**config.mk**
```make
export PLATFORM = sky130hd
export DESIGN_NAME = alu_exec_ctrl_flat
export DESIGN_NICKNAME = d
export VERILOG_FILES = /design/src/rtl/alu_exec_ctrl_if.sv /design/src/rtl/alu_exec_ctrl.sv /design/src/flat_wrapper.sv
export SDC_FILE = /design/constraint.sdc
export NUM_CORES = 1
export LEC_CHECK = 0
export ABC_AREA = 1
export CORE_MARGIN = 4
export CORE_UTILIZATION = 43
export CTS_CLUSTER_DIAMETER = 60
export DETAILED_ROUTE_END_ITERATION = 16
export GPL_ROUTABILITY_DRIVEN = 0
export PLACE_DENSITY = 0.79
export RECOVER_POWER = 50
export SYNTH_ARGS = -nofsm -noshare
export SYNTH_HDL_FRONTEND = slang
export SYNTH_SLANG_ARGS = --single-unit
export TNS_END_PERCENT = 5
```
**constraint.sdc**
```tcl
create_clock -name clk -period 1.6 [get_ports clk]
set_input_delay 0.32 -clock clk [delete_from_list [all_inputs] [get_ports clk]]
set_output_delay 0.32 -clock clk [all_outputs]
set_load 0.02 [all_outputs]
```
**src/rtl/alu_exec_ctrl_if.sv**
```systemverilog
`default_nettype none
// ============================================================================
// alu_exec_ctrl_if : operand/result bus between the ALU initiator and the ALU
// Revision: 1.0
// ============================================================================
interface alu_exec_ctrl_if #(
  parameter int WIDTH = 8
);
  logic [WIDTH-1:0] alu_a;
  logic [WIDTH-1:0] alu_b;
  logic             alu_cin;
  logic [3:0]       alu_op;
  logic [WIDTH-1:0] alu_out;
  logic             alu_cout;

  modport master (
    output alu_a, alu_b, alu_cin, alu_op,
    input  alu_out, alu_cout
  );

  modport slave (
    input  alu_a, alu_b, alu_cin, alu_op,
    output alu_out, alu_cout
  );
endinterface
`default_nettype wire

```
**src/rtl/alu_exec_ctrl.sv**
```systemverilog
`default_nettype none
// ============================================================================
// alu_exec_ctrl : SAP-2 ALU initiator - accumulator, C/Z/S flags, 3-cycle sequencer
// Revision: 1.0
// ============================================================================
module alu_exec_ctrl #(
  parameter int WIDTH = 8
) (
  input  logic             clk,
  input  logic             rst_n,
  input  logic             start,
  input  logic [3:0]       cmd_op,
  input  logic             cmd_cmp,
  input  logic             cmd_usec,
  input  logic [WIDTH-1:0] operand,
  input  logic             acc_ld,
  input  logic [WIDTH-1:0] acc_din,
  alu_exec_ctrl_if.master  alu,
  output logic [WIDTH-1:0] acc,
  output logic             flag_c,
  output logic             flag_z,
  output logic             flag_s,
  output logic             busy,
  output logic             done,
  output logic             illegal
);

  localparam logic [3:0] OP_ADD   = 4'h0;
  localparam logic [3:0] OP_SUB   = 4'h1;
  localparam logic [3:0] OP_AND   = 4'h2;
  localparam logic [3:0] OP_OR    = 4'h3;
  localparam logic [3:0] OP_XOR   = 4'h4;
  localparam logic [3:0] OP_NOT   = 4'h5;
  localparam logic [3:0] OP_INC   = 4'h6;
  localparam logic [3:0] OP_DEC   = 4'h7;
  localparam logic [3:0] OP_RAL   = 4'h8;
  localparam logic [3:0] OP_RAR   = 4'h9;
  localparam logic [3:0] OP_PASSA = 4'hA;
  localparam logic [3:0] OP_PASSB = 4'hB;

  typedef enum logic [1:0] {
    S_IDLE  = 2'd0,
    S_SETUP = 2'd1,
    S_EXEC  = 2'd2,
    S_WB    = 2'd3
  } state_t;

  state_t           state_q, state_d;
  logic [WIDTH-1:0] acc_q, acc_d;
  logic [WIDTH-1:0] b_q, b_d;
  logic [WIDTH-1:0] res_q, res_d;
  logic [3:0]       op_q, op_d;
  logic             cin_q, cin_d;
  logic             cmp_q, cmp_d;
  logic             cy_q, cy_d;
  logic             c_q, c_d, z_q, z_d, s_q, s_d;
  logic             busy_q, busy_d;
  logic             done_q, done_d;
  logic             illegal_q, illegal_d;

  logic [WIDTH-1:0] wb_acc;
  logic             wb_c, wb_z, wb_s, wb_ill;
  logic             acc_wr, zs_upd;
  logic             accept;

  // Writeback values derived from the captured result and the latched command
  always_comb begin
    wb_acc = acc_q;
    wb_c   = c_q;
    wb_z   = z_q;
    wb_s   = s_q;
    wb_ill = 1'b0;
    acc_wr = 1'b1;
    zs_upd = 1'b1;
    case (op_q)
      OP_ADD, OP_SUB:         wb_c = cy_q;
      OP_AND, OP_OR, OP_XOR:  wb_c = 1'b0;
      OP_INC, OP_DEC:         wb_c = c_q;
      OP_RAL, OP_RAR: begin
        wb_c   = cy_q;
        zs_upd = 1'b0;
      end
      OP_NOT, OP_PASSB:       zs_upd = 1'b0;
      OP_PASSA:               acc_wr = 1'b0;
      default: begin
        acc_wr = 1'b0;
        zs_upd = 1'b0;
        wb_ill = 1'b1;
      end
    endcase
    if (zs_upd) begin
      wb_z = (res_q == '0);
      wb_s = res_q[WIDTH-1];
    end
    if (acc_wr && !cmp_q) begin
      wb_acc = res_q;
    end
  end

  always_comb begin
    state_d   = state_q;
    acc_d     = acc_q;
    b_d       = b_q;
    res_d     = res_q;
    op_d      = op_q;
    cin_d     = cin_q;
    cmp_d     = cmp_q;
    cy_d      = cy_q;
    c_d       = c_q;
    z_d       = z_q;
    s_d       = s_q;
    busy_d    = busy_q;
    done_d    = 1'b0;
    illegal_d = 1'b0;
    accept    = 1'b0;

    case (state_q)
      S_IDLE: begin
        if (acc_ld) begin
          acc_d = acc_din;
        end
        accept = start;
      end
      S_SETUP: state_d = S_EXEC;
      S_EXEC: begin
        res_d   = alu.alu_out;
        cy_d    = alu.alu_cout;
        state_d = S_WB;
      end
      default: begin
        acc_d     = wb_acc;
        c_d       = wb_c;
        z_d       = wb_z;
        s_d       = wb_s;
        done_d    = 1'b1;
        illegal_d = wb_ill;
        busy_d    = 1'b0;
        state_d   = S_IDLE;
        // The done edge also accepts a new command so throughput is one per 3 cycles
        accept    = start;
      end
    endcase

    if (accept) begin
      op_d    = cmd_op;
      cmp_d   = cmd_cmp;
      b_d     = operand;
      busy_d  = 1'b1;
      state_d = S_SETUP;
      // c_d already reflects any writeback landing on this same edge
      case (cmd_op)
        OP_ADD, OP_SUB: cin_d = c_d & cmd_usec;
        OP_RAL, OP_RAR: cin_d = c_d;
        default:        cin_d = 1'b0;
      endcase
    end
  end

  always_ff @(posedge clk or negedge rst_n) begin
    if (!rst_n) begin
      state_q   <= S_IDLE;
      acc_q     <= '0;
      b_q       <= '0;
      res_q     <= '0;
      op_q      <= 4'h0;
      cin_q     <= 1'b0;
      cmp_q     <= 1'b0;
      cy_q      <= 1'b0;
      c_q       <= 1'b0;
      z_q       <= 1'b0;
      s_q       <= 1'b0;
      busy_q    <= 1'b0;
      done_q    <= 1'b0;
      illegal_q <= 1'b0;
    end else begin
      state_q   <= state_d;
      acc_q     <= acc_d;
      b_q       <= b_d;
      res_q     <= res_d;
      op_q      <= op_d;
      cin_q     <= cin_d;
      cmp_q     <= cmp_d;
      cy_q      <= cy_d;
      c_q       <= c_d;
      z_q       <= z_d;
      s_q       <= s_d;
      busy_q    <= busy_d;
      done_q    <= done_d;
      illegal_q <= illegal_d;
    end
  end

  assign alu.alu_a   = acc_q;
  assign alu.alu_b   = b_q;
  assign alu.alu_cin = cin_q;
  assign alu.alu_op  = op_q;

  assign acc     = acc_q;
  assign flag_c  = c_q;
  assign flag_z  = z_q;
  assign flag_s  = s_q;
  assign busy    = busy_q;
  assign done    = done_q;
  assign illegal = illegal_q;

endmodule
`default_nettype wire

```
**src/flat_wrapper.sv**
```systemverilog
// flat-port wrapper written by rule: the top's interface ports become plain ports
module alu_exec_ctrl_flat 
#(
  parameter int WIDTH = 8
)
  (clk, rst_n, start, cmd_op, cmd_cmp, cmd_usec, operand, acc_ld, acc_din, acc, flag_c, flag_z, flag_s, busy, done, illegal, alu_alu_a, alu_alu_b, alu_alu_cin, alu_alu_op, alu_alu_out, alu_alu_cout);
  alu_exec_ctrl_if #(.WIDTH(WIDTH)) alu_i ();
  input  logic clk;
  input  logic rst_n;
  input  logic start;
  input  logic [3:0] cmd_op;
  input  logic cmd_cmp;
  input  logic cmd_usec;
  input  logic [WIDTH-1:0] operand;
  input  logic acc_ld;
  input  logic [WIDTH-1:0] acc_din;
  output logic [WIDTH-1:0] acc;
  output logic flag_c;
  output logic flag_z;
  output logic flag_s;
  output logic busy;
  output logic done;
  output logic illegal;
  output wire logic [$bits(alu_i.alu_a)-1:0] alu_alu_a;
  output wire logic [$bits(alu_i.alu_b)-1:0] alu_alu_b;
  output wire logic [$bits(alu_i.alu_cin)-1:0] alu_alu_cin;
  output wire logic [$bits(alu_i.alu_op)-1:0] alu_alu_op;
  input wire logic [$bits(alu_i.alu_out)-1:0] alu_alu_out;
  input wire logic [$bits(alu_i.alu_cout)-1:0] alu_alu_cout;
  assign alu_alu_a = alu_i.alu_a;
  assign alu_alu_b = alu_i.alu_b;
  assign alu_alu_cin = alu_i.alu_cin;
  assign alu_alu_op = alu_i.alu_op;
  assign alu_i.alu_out = alu_alu_out;
  assign alu_i.alu_cout = alu_alu_cout;
  alu_exec_ctrl #(.WIDTH(WIDTH)) u_core (.clk(clk), .rst_n(rst_n), .start(start), .cmd_op(cmd_op), .cmd_cmp(cmd_cmp), .cmd_usec(cmd_usec), .operand(operand), .acc_ld(acc_ld), .acc_din(acc_din), .alu(alu_i), .acc(acc), .flag_c(flag_c), .flag_z(flag_z), .flag_s(flag_s), .busy(busy), .done(done), .illegal(illegal));
endmodule
```
==> impl_metrics.csv, run 1 <==
group,metric,value,unit
run_status,outcome,"finished clean",
grt,grt_pass1_wl,6400,µm
timing,slew_headroom,64.6,%
setup_path,cp-end-kind,"output port",
yosys,synth_top_family_by_area,"simple AND/OR/NAND/NOR gates",
setup_path,path_buf_inv,1,
timing,finalMaxSlewViolations,0,
pwr,power_frac_comb,53.4,%
timing,tightest_slew,0.531,ns
pwr,switchingPower,2.23,mW
clocking,cts_buffers,5,
worst_hold_path,hp-start,"u_core.acc[0]",
cells_and_area,num-nets-final,295,
setup_path,r2r_start,"u_core.state_q[0]",
worst_hold_path,whs_path_depth,2,
clocking,post_cts_buffers,0,
setup_path,worstPathRequired,1.28,ns
pwr,ir_drop,0.00103,V
timing,layout_min_cycle_time,1.55,ns
die,design.die.area,5190,µm²
placed_design,portBuffers,69,
placed_design,dp_hpwl,3110,µm
cells_and_area,area_growth,38.3,%
setup_path,reg2reg_slack,0.13,ns
yosys,synth_compound_area_share,8.94,%
clocking,clock_latency,0.29,ns
yosys,synth-warning-count,0,
pwr,cellPowerDensity,2030,nW/µm²
drt,wire_per_inst,13.2,µm
pwr,p_seq_share,34.7,%
timing,whs,0.490,ns
setup_path,crit_family,"buffers and inverters",
cells_and_area,diodes,0,
die,initial_core_util,44.4,%
drt,remaining_drc_errors,0,
cells_and_area,fillers,353,
yosys,synth_area,1760,µm²
timing,rsz0062_at_grt,"false",
yosys,synth_xor_xnor_area_share,0,%
drt,wirelength,4020,µm
yosys,avgSynthCellArea,9.38,µm²
die,die_w,72.0,µm
yosys,synth-simple-area-share,18.5,%
die,die_h,72.0,µm
clocking,cts_num_sinks,39,
drt,vias_per_cell,4.68,
yosys,syn_inst,188,
grt,grt_usage,16.4,%
yosys,netlist.area_leader.share,55.4,%
flow_run,maxCapViolCount,0,
die,core,3970,µm²
die,core.rowCount,23,
setup_path,cp.arrival,1.23,ns
clocking,clockRootBuffer,"clkbuf_8",
timing,min_period_over_period,97.0,%
clocking,cts.clk_slew.worst_paths,0.07,ns
setup_path,r2r_cells,7,
grt,grt_start_max_net_pins,22,
timing,skew,0.00195,ns
setup_path,worst-setup-path-type,"flip-flop to output port",
setup_path,critPathSlowestCell,"clkdlybuf4s50_1",
yosys,synth_fa_ha_area_share,2.13,%
grt,first_global_vias,1344,
pwr,leakagePower,1.18,nW
pwr,p_sw_share,44.9,%
grt,grt-ovfl-total,0,
yosys,post-synth-top-area-cell,"dfrtp_1",
timing,hold_viol_final,0,
clocking,ctsLongestPathBuffers,2,
worst_hold_path,whs_endpoint,"u_core.acc[0]",
clocking,cts_tree,"done",
setup_path,crit-reg2reg-capture,"u_core.acc[7]",
pwr,p_int,2.74,mW
timing,max_freq,0.644,GHz
yosys,synth_seq_cells,39,
timing,setup_tns,0,ns
drt,drt_iter0_drc,122,
yosys,synth_mux_area_share,5.75,%
clocking,h-tree-depth,2,
pwr,clkPwrFrac,11.9,%
drt,drt-pass1-iter-count,4,
timing,finalSetupViolCount,0,
drt,vias,1433,
setup_path,critPathLaunchType,"flip-flop",
yosys,synth_nets,226,
setup_path,crit_fanout,2,
drt,ant_nets,0,
grt,antenna_found_initial,0,
yosys,yosysSeqAreaShare,55.4,%
yosys,synth_cell_types,23,
die,ios,70,
yosys,ys_top_cells_by_area,"dfrtp_1, nand2_1, o21ai_0",
worst_hold_path,hp-class,"flip-flop to flip-flop",
cells_and_area,layout-drive-gt1-share,8.20,%
setup_path,cpPeakStageDelay,0.60,ns
setup_path,crit_chain,"clkdlybuf4s50_1",
## routing by layer
metal  global-route usage [%]  vias to the layer above  wire length, µm
li1                         -                      732                -
met1                     19.0                      657             1590
met2                     27.9                       39             2120
met3                     5.26                        5              243
met4                     6.89                        0               74
met5                        0                        -                0
## Yosys cell counts
cell and number:
mux2_1 7, or2_2 1, nand3_1 11, nor2_4 1, nor3_1 2, o21ai_2 1
inv_1 16, buf_2 3, clkbuf_1 1, o21ai_0 23, nand2_4 1, a21oi_1 5
nand2_2 2, nor2_1 5, mux2_2 2, dfrtp_1 39, nand2_1 50, buf_4 9
inv_2 2, o221ai_1 1, ha_1 3, buf_6 1, nand4_1 2
## registers in the layout, summed over array words and instances (netlist names)
signal / cells
u_core.flag_s: 1
u_core.acc: 8
u_core.busy: 1
u_core.flag_c: 1
u_core.cmp_q: 1
u_core.cy_q: 1
u_core.flag_z: 1
u_core.alu.alu_b: 8
u_core.res_q: 8
u_core.alu.alu_cin: 1
u_core.state_q: 2
u_core.alu.alu_op: 4
u_core.done: 1
u_core.illegal: 1
## logic make-up (layout without fill, tap and decap cells)
kind of cell	Yosys count	in the layout
AOI/OAI and AO/OA	30	30
muxes	9	9
DFF	39	39
adders and majority gates	3	3
buffers and inverters	32	100
and+or+nand+nor	75	75
## worst max-delay path by stage
stage	slack [ns]	to	start	cells past startpoint
after global placement	0.08	u_core.alu.alu_b[3]	start	3
after global routing	0.0007	alu_alu_b[7]	u_core.alu.alu_b[7]	1
after floorplan	0.15	u_core.alu.alu_b[0]	u_core.state_q[1]	6
after CTS	0.0004	alu_alu_cin	u_core.alu.alu_cin	1
final	0.05	alu_alu_b[7]	u_core.alu.alu_b[7]	1
after detailed placement	0.05	u_core.alu.alu_op[0]	start	5
## repair_timing
action | CTS | global route
endpoints found under the setup margin | 19 | 18
hold endpoints to repair | 18 | 0
gates resized for setup | 18 | 15
hold buffers | 1 | 0
## final cells by class
type,instances,area [µm²],area share (%)
Sequential cell,39,976,40.0
Clock buffer,6,72.6,2.98
Inverter,18,67.6,2.77
Tap cell,50,62.6,2.57
Timing Repair Buffer,76,633,26.0
Multi-Input combinational cell,117,627,25.7
## layout by cell type, fill, tap and decap left out, types with 2 or more instances in the layout
cell	count
clkbuf_8	5
ha_1	3
nand4_1	2
mux2_1	7
a21oi_1	5
dlygate4sd2_1	18
inv_1	16
clkdlybuf4s50_1	36
nor2_1	5
nand2_4	2
clkbuf_2	2
clkbuf_1	15
o21ai_0	23
nand3_1	11
nand2_1	50
mux2_2	2
inv_2	2
buf_4	4
nor3_1	2
dfrtp_1	39
## power groups by stage
stage,Combinational (mW),Sequential (mW),Clock [mW]
2_1_floorplan,1.53,2.07,0
3_3_place_gp,2.93,1.73,0
3_5_place_dp,3.00,1.75,0
4_1_cts,2.87,1.72,0.614
5_1_grt,2.95,1.78,0.643
6_report,2.65,1.72,0.592
## through the flow
| stage | power [mW] | setup WS (ns) | cell area [µm²] | std cells | utilization [%] |
|---|---|---|---|---|---|
| after CTS | 5.21 | 0.000363 | 2530 | 306 | 63.7 |
| after global placement | 4.66 | 0.0845 | 2470 | 299 | 62.2 |
| after global routing | 5.38 | 0.000746 | 2440 | 306 | 61.4 |
| after floorplan | 3.61 | 0.153 | 1760 | 188 | - |
| final | 4.96 | 0.0473 | 2440 | 306 | 61.4 |
| after detailed placement | 4.74 | 0.0481 | 2470 | 299 | 62.2 |
(Power assumes the default switching activity.)
==> inputs of run 2 (changes only) <==
--- a/config.mk
+++ b/config.mk
@@ -7,11 +7,11 @@
 export LEC_CHECK = 0
 export ABC_AREA = 1
 export CORE_MARGIN = 4
-export CORE_UTILIZATION = 43
+export CORE_UTILIZATION = 40
 export CTS_CLUSTER_DIAMETER = 60
 export DETAILED_ROUTE_END_ITERATION = 16
 export GPL_ROUTABILITY_DRIVEN = 0
-export PLACE_DENSITY = 0.79
+export PLACE_DENSITY = 0.75
 export RECOVER_POWER = 50
 export SYNTH_ARGS = -nofsm -noshare
 export SYNTH_HDL_FRONTEND = slang
==> run 2 against run 1 <==
Against the previous run:
- critical path type unchanged
- clock-buffer cell count did not move
- combinational power grew 6%
- cell area increased by 2.4%
==> impl_metrics.csv, run 2 (synthesis gave the netlist of run 1 again) <==
group,metric,value,unit
grt,grt_pass1_wl,6310,µm
placed_design,dp_hpwl,3080,µm
pwr,ir_drop,0.00119,V
die,core,4140,µm²
timing,hold_viol_final,0,
die,die_h,74.4,µm
timing,whs,0.481,ns
die,core.rowCount,23,
cells_and_area,diodes,0,
clocking,clockRootBuffer,"clkbuf_8",
timing,skew,0.00415,ns
grt,antenna_found_initial,0,
placed_design,place_inst,301,
clocking,h-tree-depth,2,
setup_path,crit_fanout,2,
setup_path,worstPathRequired,1.28,ns
setup_path,path_buf_inv,1,
timing,rsz0062_at_grt,"false",
placed_design,portBuffers,69,
timing,finalSetupViolCount,0,
clocking,cts_tree,"done",
timing,setup_tns,0,ns
grt,grt-ovfl-total,0,
flow_run,maxCapViolCount,0,
drt,wirelength,3980,µm
drt,vias_per_cell,4.71,
cells_and_area,multi_input_area,629,µm²
clocking,ctsLongestPathBuffers,2,
timing,finalMaxSlewViolations,0,
die,initial_core_util,42.5,%
setup_path,cp-end-kind,"output port",
cells_and_area,final-seq-area,976,µm²
cells_and_area,num-nets-final,297,
drt,ant_nets,0,
setup_path,worst-setup-path-type,"flip-flop to output port",
setup_path,critPathSlowestCell,"clkdlybuf4s50_1",
cells_and_area,layout_commonest_cell,"nand2_1",
grt,first_global_vias,1331,
cells_and_area,layout-drive-gt1-share,9.30,%
clocking,cts_num_sinks,39,
pwr,leakagePower,1.26,nW
grt,grt_start_max_net_pins,23,
die,design.die.area,5530,µm²
die,ios,70,
grt,grt_usage,15.2,%
cells_and_area,area_growth,41.6,%
timing,layout_min_cycle_time,1.55,ns
setup_path,cpPeakStageDelay,0.61,ns
pwr,cellPowerDensity,2040,nW/µm²
cells_and_area,fillers,368,
clocking,cts_buffers,5,
drt,drt-pass1-iter-count,4,
timing,slew_headroom,64.4,%
clocking,clock_latency,0.28,ns
drt,drt_iter0_drc,151,
timing,min_period_over_period,97.0,%
cells_and_area,mostFrequentLayoutCells,"nand2_1, clkdlybuf4s50_1, dfrtp_1",
timing,tightest_slew,0.534,ns
clocking,cts.clk_slew.worst_paths,0.06,ns
setup_path,cp.arrival,1.23,ns
pwr,p_total,5.08,mW
drt,wire_per_inst,12.9,µm
setup_path,crit_chain,"clkdlybuf4s50_1",
die,die_w,74.4,µm
setup_path,critPathLaunchType,"flip-flop",
cells_and_area,layoutNonFillerInstCount,308,
drt,remaining_drc_errors,0,
placed_design,post-place-ws,0.0740,ns
setup_path,crit_family,"buffers and inverters",
timing,max_freq,0.645,GHz
worst_hold_path,hp-class,"flip-flop to flip-flop",
run_status,outcome,"finished clean",
timing,fin_ws,0.0486,ns
drt,vias,1452,
[run 2: cell count changes in the layout (fill, tap and decap cells not counted), sizes merged]
cell / previous run / this run
clkbuf: 22 / 20
buf: 4 / 6
dlygate4sd2: 18 / 10
dlymetal6s2s: 1 / 8
clkdlybuf4s50: 36 / 39
[run 2: layout make-up]
type	count	share of cell area, %
Sequential cell	39	39.1
Timing Repair Buffer	78	27.6
Multi-Input combinational cell	117	25.2
Clock buffer	6	2.91
Inverter	18	2.71
Tap cell	50	2.51
[run 2: worst register-to-register path, delay by kind of cell, from the launching register on]
kind | cells | cell delay, ns
simple gates | 4 | 0.45
flops | 1 | 0.36
buf+inv | 2 | 0.23
fa+ha+maj | 1 | 0.32
[run 2: power breakdown]
| part | total (mW) | internal, mW | switching (mW) |
|---|---|---|---|
| clock | 0.589 | 0.290 | 0.299 |
| sequential | 1.69 | 1.45 | 0.239 |
| combinational | 2.80 | 1.10 | 1.70 |
[run 2: repair_timing]
item | CTS | global route
pin swaps | 0 | 1
gates resized for setup | 10 | 21
setup endpoints to repair | 10 | 31
hold endpoints to repair | 17 | 0
hold buffers | 1 | 0
setup buffers | 0 | 0
[run 2: metal layers]
layer	global-route usage [%]	part of all wire, %	vias to the layer above
met1	20.6	46	664
li1	-	-	740
met4	4.74	1.3	0
met2	23.4	46	43
met5	0	0	-
met3	4.73	6.4	5
[run 2: through the flow]
step,utilization (%),area [µm²]
5_1_grt,60.2,2500
4_1_cts,61.7,2560
3_3_place_gp,60.0,2490
6_report,60.2,2500
2_1_floorplan,-,1760
3_5_place_dp,60.0,2490
[run 2: path summary, 6_finish.rpt]
kind	startpoint	endpoint	slack, ns	cells after the start
max in group asynchronous	rst_n	u_core.alu.alu_cin	0.21	3
hold / removal	u_core.alu.alu_cin	u_core.alu.alu_cin	0.48	2
hold reg to reg	u_core.alu.alu_cin	u_core.alu.alu_cin	0.48	2
min in group asynchronous	rst_n	u_core.alu.alu_b[7]	0.52	2
setup / recovery	u_core.alu.alu_b[5]	alu_alu_b[5]	0.05	1
setup reg to reg	u_core.state_q[0]	u_core.acc[0]	0.13	7
==> inputs of run 3 (changes only) <==
--- a/config.mk
+++ b/config.mk
@@ -7,11 +7,11 @@
 export LEC_CHECK = 0
 export ABC_AREA = 1
 export CORE_MARGIN = 4
-export CORE_UTILIZATION = 40
+export CORE_UTILIZATION = 43
 export CTS_CLUSTER_DIAMETER = 60
 export DETAILED_ROUTE_END_ITERATION = 16
 export GPL_ROUTABILITY_DRIVEN = 0
-export PLACE_DENSITY = 0.75
+export PLACE_DENSITY = 0.79
 export RECOVER_POWER = 50
 export SYNTH_ARGS = -nofsm -noshare
 export SYNTH_HDL_FRONTEND = slang
==> results of run 3 <==
Final layout, timing and power as in run 1 (identical DEF).
==> edit 1, RTL diff (config.mk and constraints of run 1) <==
Reset style: synchronous (`rst_n`), changed in one clocked block.
--- a/src/rtl/alu_exec_ctrl.sv
+++ b/src/rtl/alu_exec_ctrl.sv
@@ -158,3 +158,3 @@
 
-  always_ff @(posedge clk or negedge rst_n) begin
+  always_ff @(posedge clk) begin
     if (!rst_n) begin
Check against the original RTL: differs if rst_n is asserted again (counterexample within 4 cycles, from zero or initial values and one cycle with rst_n low); with rst_n held inactive, the same outputs for 10 cycles.
==> edit 1 against run 1 <==
- worst hold slack worse by 0.015 ns
- area after synthesis is 0.71% lower
- fmax decreased by 0.32%
- sequential cell count stayed put
- count of clock-buffer cells in the layout unchanged
- routed wire length grew 4.7%
- worst setup slack worse by 0.0050 ns
- cell area is 0.36% lower
- largest cell class is now multi-input gates
- highest routed layer unchanged
Power is not compared: it rests on default switching activity, and its combinational part moved more than twofold at a synthesized area within 25%.
==> edit 1: results (changes against run 1) <==
synth_area_leaders: "dfxtp_1, nor2_1, o21ai_0, a21oi_1, nand2_1"
synth_common_cells: "nor2_1, dfxtp_1, o21ai_0, a21oi_1, nand2_1"
r2r_slack_ns: 0.11  # -0.02 ns
dpl.cell_count: 330  # +10%
hold_start: "u_core.flag_z"
htreeDepth: 2  # unchanged
grtUsageMet3_pct: 7.99  # +2.7 points
root_buffer: "clkbuf_8"
fillers: 367  # +4.0%
grt.total_usage_pct: 16.7  # +0.35 points
worstHoldPathCells: 2  # unchanged
finalWirelength_mm: 4.21  # +4.7%
first_pass_iters: 4  # unchanged
ir_drop_mv: 0.705
grt_pass1_vias: 1570  # +17%
yosysSeqAreaShare_pct: 44.6  # -11 points
dp_hpwl_mm: 3.07  # -1.4%
finClkSkew_ns: 0.0133  # +0.0113 ns
cts_buffers: 5  # unchanged
synth_compound_area_share_pct: 13.2  # +4.2 points
synthArstFlopShare_pct: 0  # -100 points
hp-class: "flop to flop"
instances_no_fill: 338  # +10%
crit_fanout: 2  # unchanged
holdWs_ns: 0.475  # -0.0152 ns
grt_max_degree: 19  # -14%
grtUsageMet1_pct: 19.5  # +0.41 points
io_buffers: 69  # unchanged
synthAdderAreaFrac_pct: 2.14  # +0.015 points
synth_area_per_cell_um2: 7.88  # -16%
outcome: "finished, final reports clean"
ys_types: 29  # +26%
cellLeakagePower_nw: 1.04
cpLargestDelayFamily: "buffers and inverters"
relSlewSlack_pct: 75.3  # +11 points
grt_pass1_wl_mm: 6.94  # +8.4%
synth_xor_xnor_area_share_pct: 0  # unchanged
syn-num-nets: 260  # +15%
cp_slowest_stage_delay_ns: 0.61
drt_iter0_drc: 80  # -34%
avgViaCountPerCell: 4.83  # +3.2%
drive_above_1_share_pct: 10.3  # +2.1 points
core_um2: 3800  # -4.3%
path_clk_slew_ns: 0.08
yosys_warnings: 0  # unchanged
post_cts_buffers: 0  # unchanged
timing.rr.start: "u_core.state_q[0]"
timing.rr.end: "u_core.alu.alu_cin"
reg2reg_depth: 8  # +1
clkLatencyLatePin_ns: 0.29  # about the same
hold_end: "u_core.flag_z"
muxShareOfSynthArea_pct: 3.43  # -2.3 points
use_met2_pct: 27.2  # -0.61 points
## edit 1: timing repair
action,in CTS,in global routing
hold endpoints to repair,0,0
hold buffers,0,0
setup endpoints to repair,6,38
resized for setup,5,27
## edit 1: layout make-up
cell class              count  area, µm²  share of cell area [%]
clock inverters             2       60.1                    2.47
repair buffers             78        609                    25.1
clock buffers               6       72.6                    2.99
inverters                  14       57.6                    2.37
flip-flops and latches     39        781                    32.1
well taps                  48       60.1                    2.47
multi-input cells         151        790                    32.5
## edit 1: metrics by stage
step / area (µm²) / setup slack [ns] / utilization, %
final: 2430 / 0.0423 / 64.0
after floorplan: 1750 / 0.205 / -
after global routing: 2430 / 0.00244 / 64.0
after detailed placement: 2430 / 0.0492 / 63.9
after global placement: 2430 / 0.0706 / 63.9
after CTS: 2560 / 0.000673 / 67.3
## edit 1: worst max path at each step
stage | from | to | slack, ns | cells past startpoint
floorplan | u_core.state_q[0] | u_core.alu.alu_cin | 0.21 | 8
global placement | u_core.state_q[0] | u_core.alu.alu_cin | 0.07 | 8
detailed placement | u_core.state_q[0] | u_core.alu.alu_cin | 0.05 | 8
CTS | u_core.acc[7] | alu_alu_a[7] | 0.0007 | 1
global route | u_core.flag_z | flag_z | 0.002 | 1
finish | u_core.alu.alu_op[2] | alu_alu_op[2] | 0.04 | 1
## edit 1: metal layers
layer	wire length, µm	vias to the layer above	part of all wire [%]
li1	-	853	-
met4	53	0	1.3
met1	1850	714	44
met5	0	-	0
met2	1850	60	44
met3	450	7	11
## edit 1: report_power, final
part | internal (W) | leakage [nW] | total, W | switching [W]
clock network | 0.000623 | 0.0654 | 0.000968 | 0.000345
registers | 0.00105 | 0.320 | 0.00110 | 0.0000516
logic | 0.000274 | 0.653 | 0.000658 | 0.000384
## edit 1: logic make-up (layout without fill, tap and decap cells)
family / after synthesis / in the layout
buffers and inverters: 32 / 100
AO/OA/AOI/OAI: 45 / 45
multiplexers: 6 / 6
adder cells (fa/ha/maj): 3 / 3
flip-flops: 39 / 39
AND/OR/NAND/NOR: 97 / 97
==> edit 2, RTL diff (settings of run 1) <==
Without the edit above. `WIDTH` is set to 8 in 3 places; all go to 10.
--- a/src/rtl/alu_exec_ctrl_if.sv
+++ b/src/rtl/alu_exec_ctrl_if.sv
@@ -6,3 +6,3 @@
 interface alu_exec_ctrl_if #(
-  parameter int WIDTH = 8
+  parameter int WIDTH = 10
 );
--- a/src/rtl/alu_exec_ctrl.sv
+++ b/src/rtl/alu_exec_ctrl.sv
@@ -6,3 +6,3 @@
 module alu_exec_ctrl #(
-  parameter int WIDTH = 8
+  parameter int WIDTH = 10
 ) (
--- a/src/flat_wrapper.sv
+++ b/src/flat_wrapper.sv
@@ -3,3 +3,3 @@
 #(
-  parameter int WIDTH = 8
+  parameter int WIDTH = 10
 )
Interface: changed (6 resized); port bits go from 70 to 82. No check against the original RTL was run, so the function may have changed too.
==> edit 2 against run 1 <==
- worst setup slack worse by 0.0067 ns
- sequential cell count is 6 higher
- cell area is 18% higher
- sequential share of layout area is 0.84 points lower
- power is 23% higher
- routed wire length is 19% higher
- global-route usage is 0.053 points higher
- fmax is 0.43% lower
- area after synthesis is 17% higher
- highest routed layer unchanged
==> edit 2: results (changes against run 1) <==
grt_pass1_vias: 1636  # +22%
dp_hpwl_mm: 3.68  # +18%
cts_buffers: 5  # unchanged
outcome: "finished, final reports clean"
grt_pass1_wl_mm: 7.82  # +22%
finalWirelength_mm: 4.78  # +19%
grt.total_usage_pct: 16.4  # +0.053 points
synth_common_cells: "nand2_1, dfrtp_1, o21ai_0, inv_1, nand3_1"
finClkSkew_ns: 0.00886  # +0.00691 ns
cellLeakagePower_nw: 1.45  # +22%
drt_iter0_drc: 100  # -18%
relSlewSlack_pct: 27.9  # -37 points
ir_drop_mv: 1.05  # +1.6%
hp-class: "primary input to async pin"
drive_above_1_share_pct: 10.9  # +2.7 points
num-nets-final: 337  # +14%
startpoint: "u_core.alu.alu_b[8]"
grt_max_degree: 46  # +110%
yosysSeqAreaShare_pct: 54.8  # -0.58 points
io_buffers: 81  # +17%
power.internal_w: 0.00346  # +27%
syn-num-nets: 260  # +15%
antenna_cells: 0  # unchanged
synth_area_leaders: "dfrtp_1, nand2_1, o21ai_0, mux2_4, buf_4"
avgViaCountPerCell: 4.82  # +2.9%
-- edit 2: worst paths after layout --
path                                       end  slack [ns]  cells past startpoint
setup / recovery                  alu_alu_b[8]        0.04                      1
hold / removal             u_core.alu.alu_b[2]        0.30                      2
setup reg to reg           u_core.alu.alu_b[0]        0.13                      5
hold reg to reg                  u_core.acc[6]        0.49                      2
max in group asynchronous        u_core.acc[6]        0.64                      2
min in group clk                 u_core.acc[6]        0.49                      2
-- edit 2: area by class of cell --
type | instances | area share [%]
clock buffer | 7 | 3.00
multi-input combinational | 133 | 25.6
inverter | 20 | 2.61
clock inverter | 1 | 1.04
sequential | 45 | 39.2
tap | 52 | 2.26
timing repair buffer | 88 | 26.3
-- edit 2: cells by family (layout without fill, tap and decap cells) --
family / after synthesis / after routing / synth area share (%)
simple gates: 86 / 86 / 17.7
fa+ha+maj: 3 / 3 / 1.83
compound gates: 32 / 32 / 7.91
mux: 12 / 12 / 7.85
flops: 45 / 45 / 54.8
buf+inv: 38 / 116 / 9.92
-- edit 2: per-stage QoR --
step	setup slack, ns	total power, W	instances	area (µm²)
3_3_place_gp	0.0994	0.00547	338	2860
2_1_floorplan	0.169	0.00432	216	2060
5_1_grt	0.00596	0.00654	346	2870
3_5_place_dp	0.0669	0.00559	338	2860
6_report	0.0406	0.00608	346	2870
4_1_cts	0.000945	0.00629	346	2950
-- edit 2: power by group through the flow --
stage / clock [W] / sequential (W) / combinational, W
3_5_place_dp: 0 / 0.00200 / 0.00359
5_1_grt: 0.000938 / 0.00206 / 0.00355
6_report: 0.000879 / 0.00198 / 0.00322
3_3_place_gp: 0 / 0.00198 / 0.00349
4_1_cts: 0.000898 / 0.00198 / 0.00341
2_1_floorplan: 0 / 0.00240 / 0.00192
-- edit 2: metal layers --
| metal | track usage (%) | vias to the layer above | wire [µm] |
|---|---|---|---|
| li1 | - | 841 | - |
| met1 | 20.7 | 777 | 2020 |
| met2 | 27.8 | 43 | 2480 |
| met3 | 2.69 | 6 | 201 |
| met4 | 6.94 | 0 | 81 |
| met5 | 0 | - | 0 |
-- edit 2: what timing repair did --
action | 4_1_cts | 5_1_grt
pin swaps | 0 | 0
gates resized for setup | 22 | 17
setup endpoints to repair | 23 | 23
hold buffers | 0 | 0
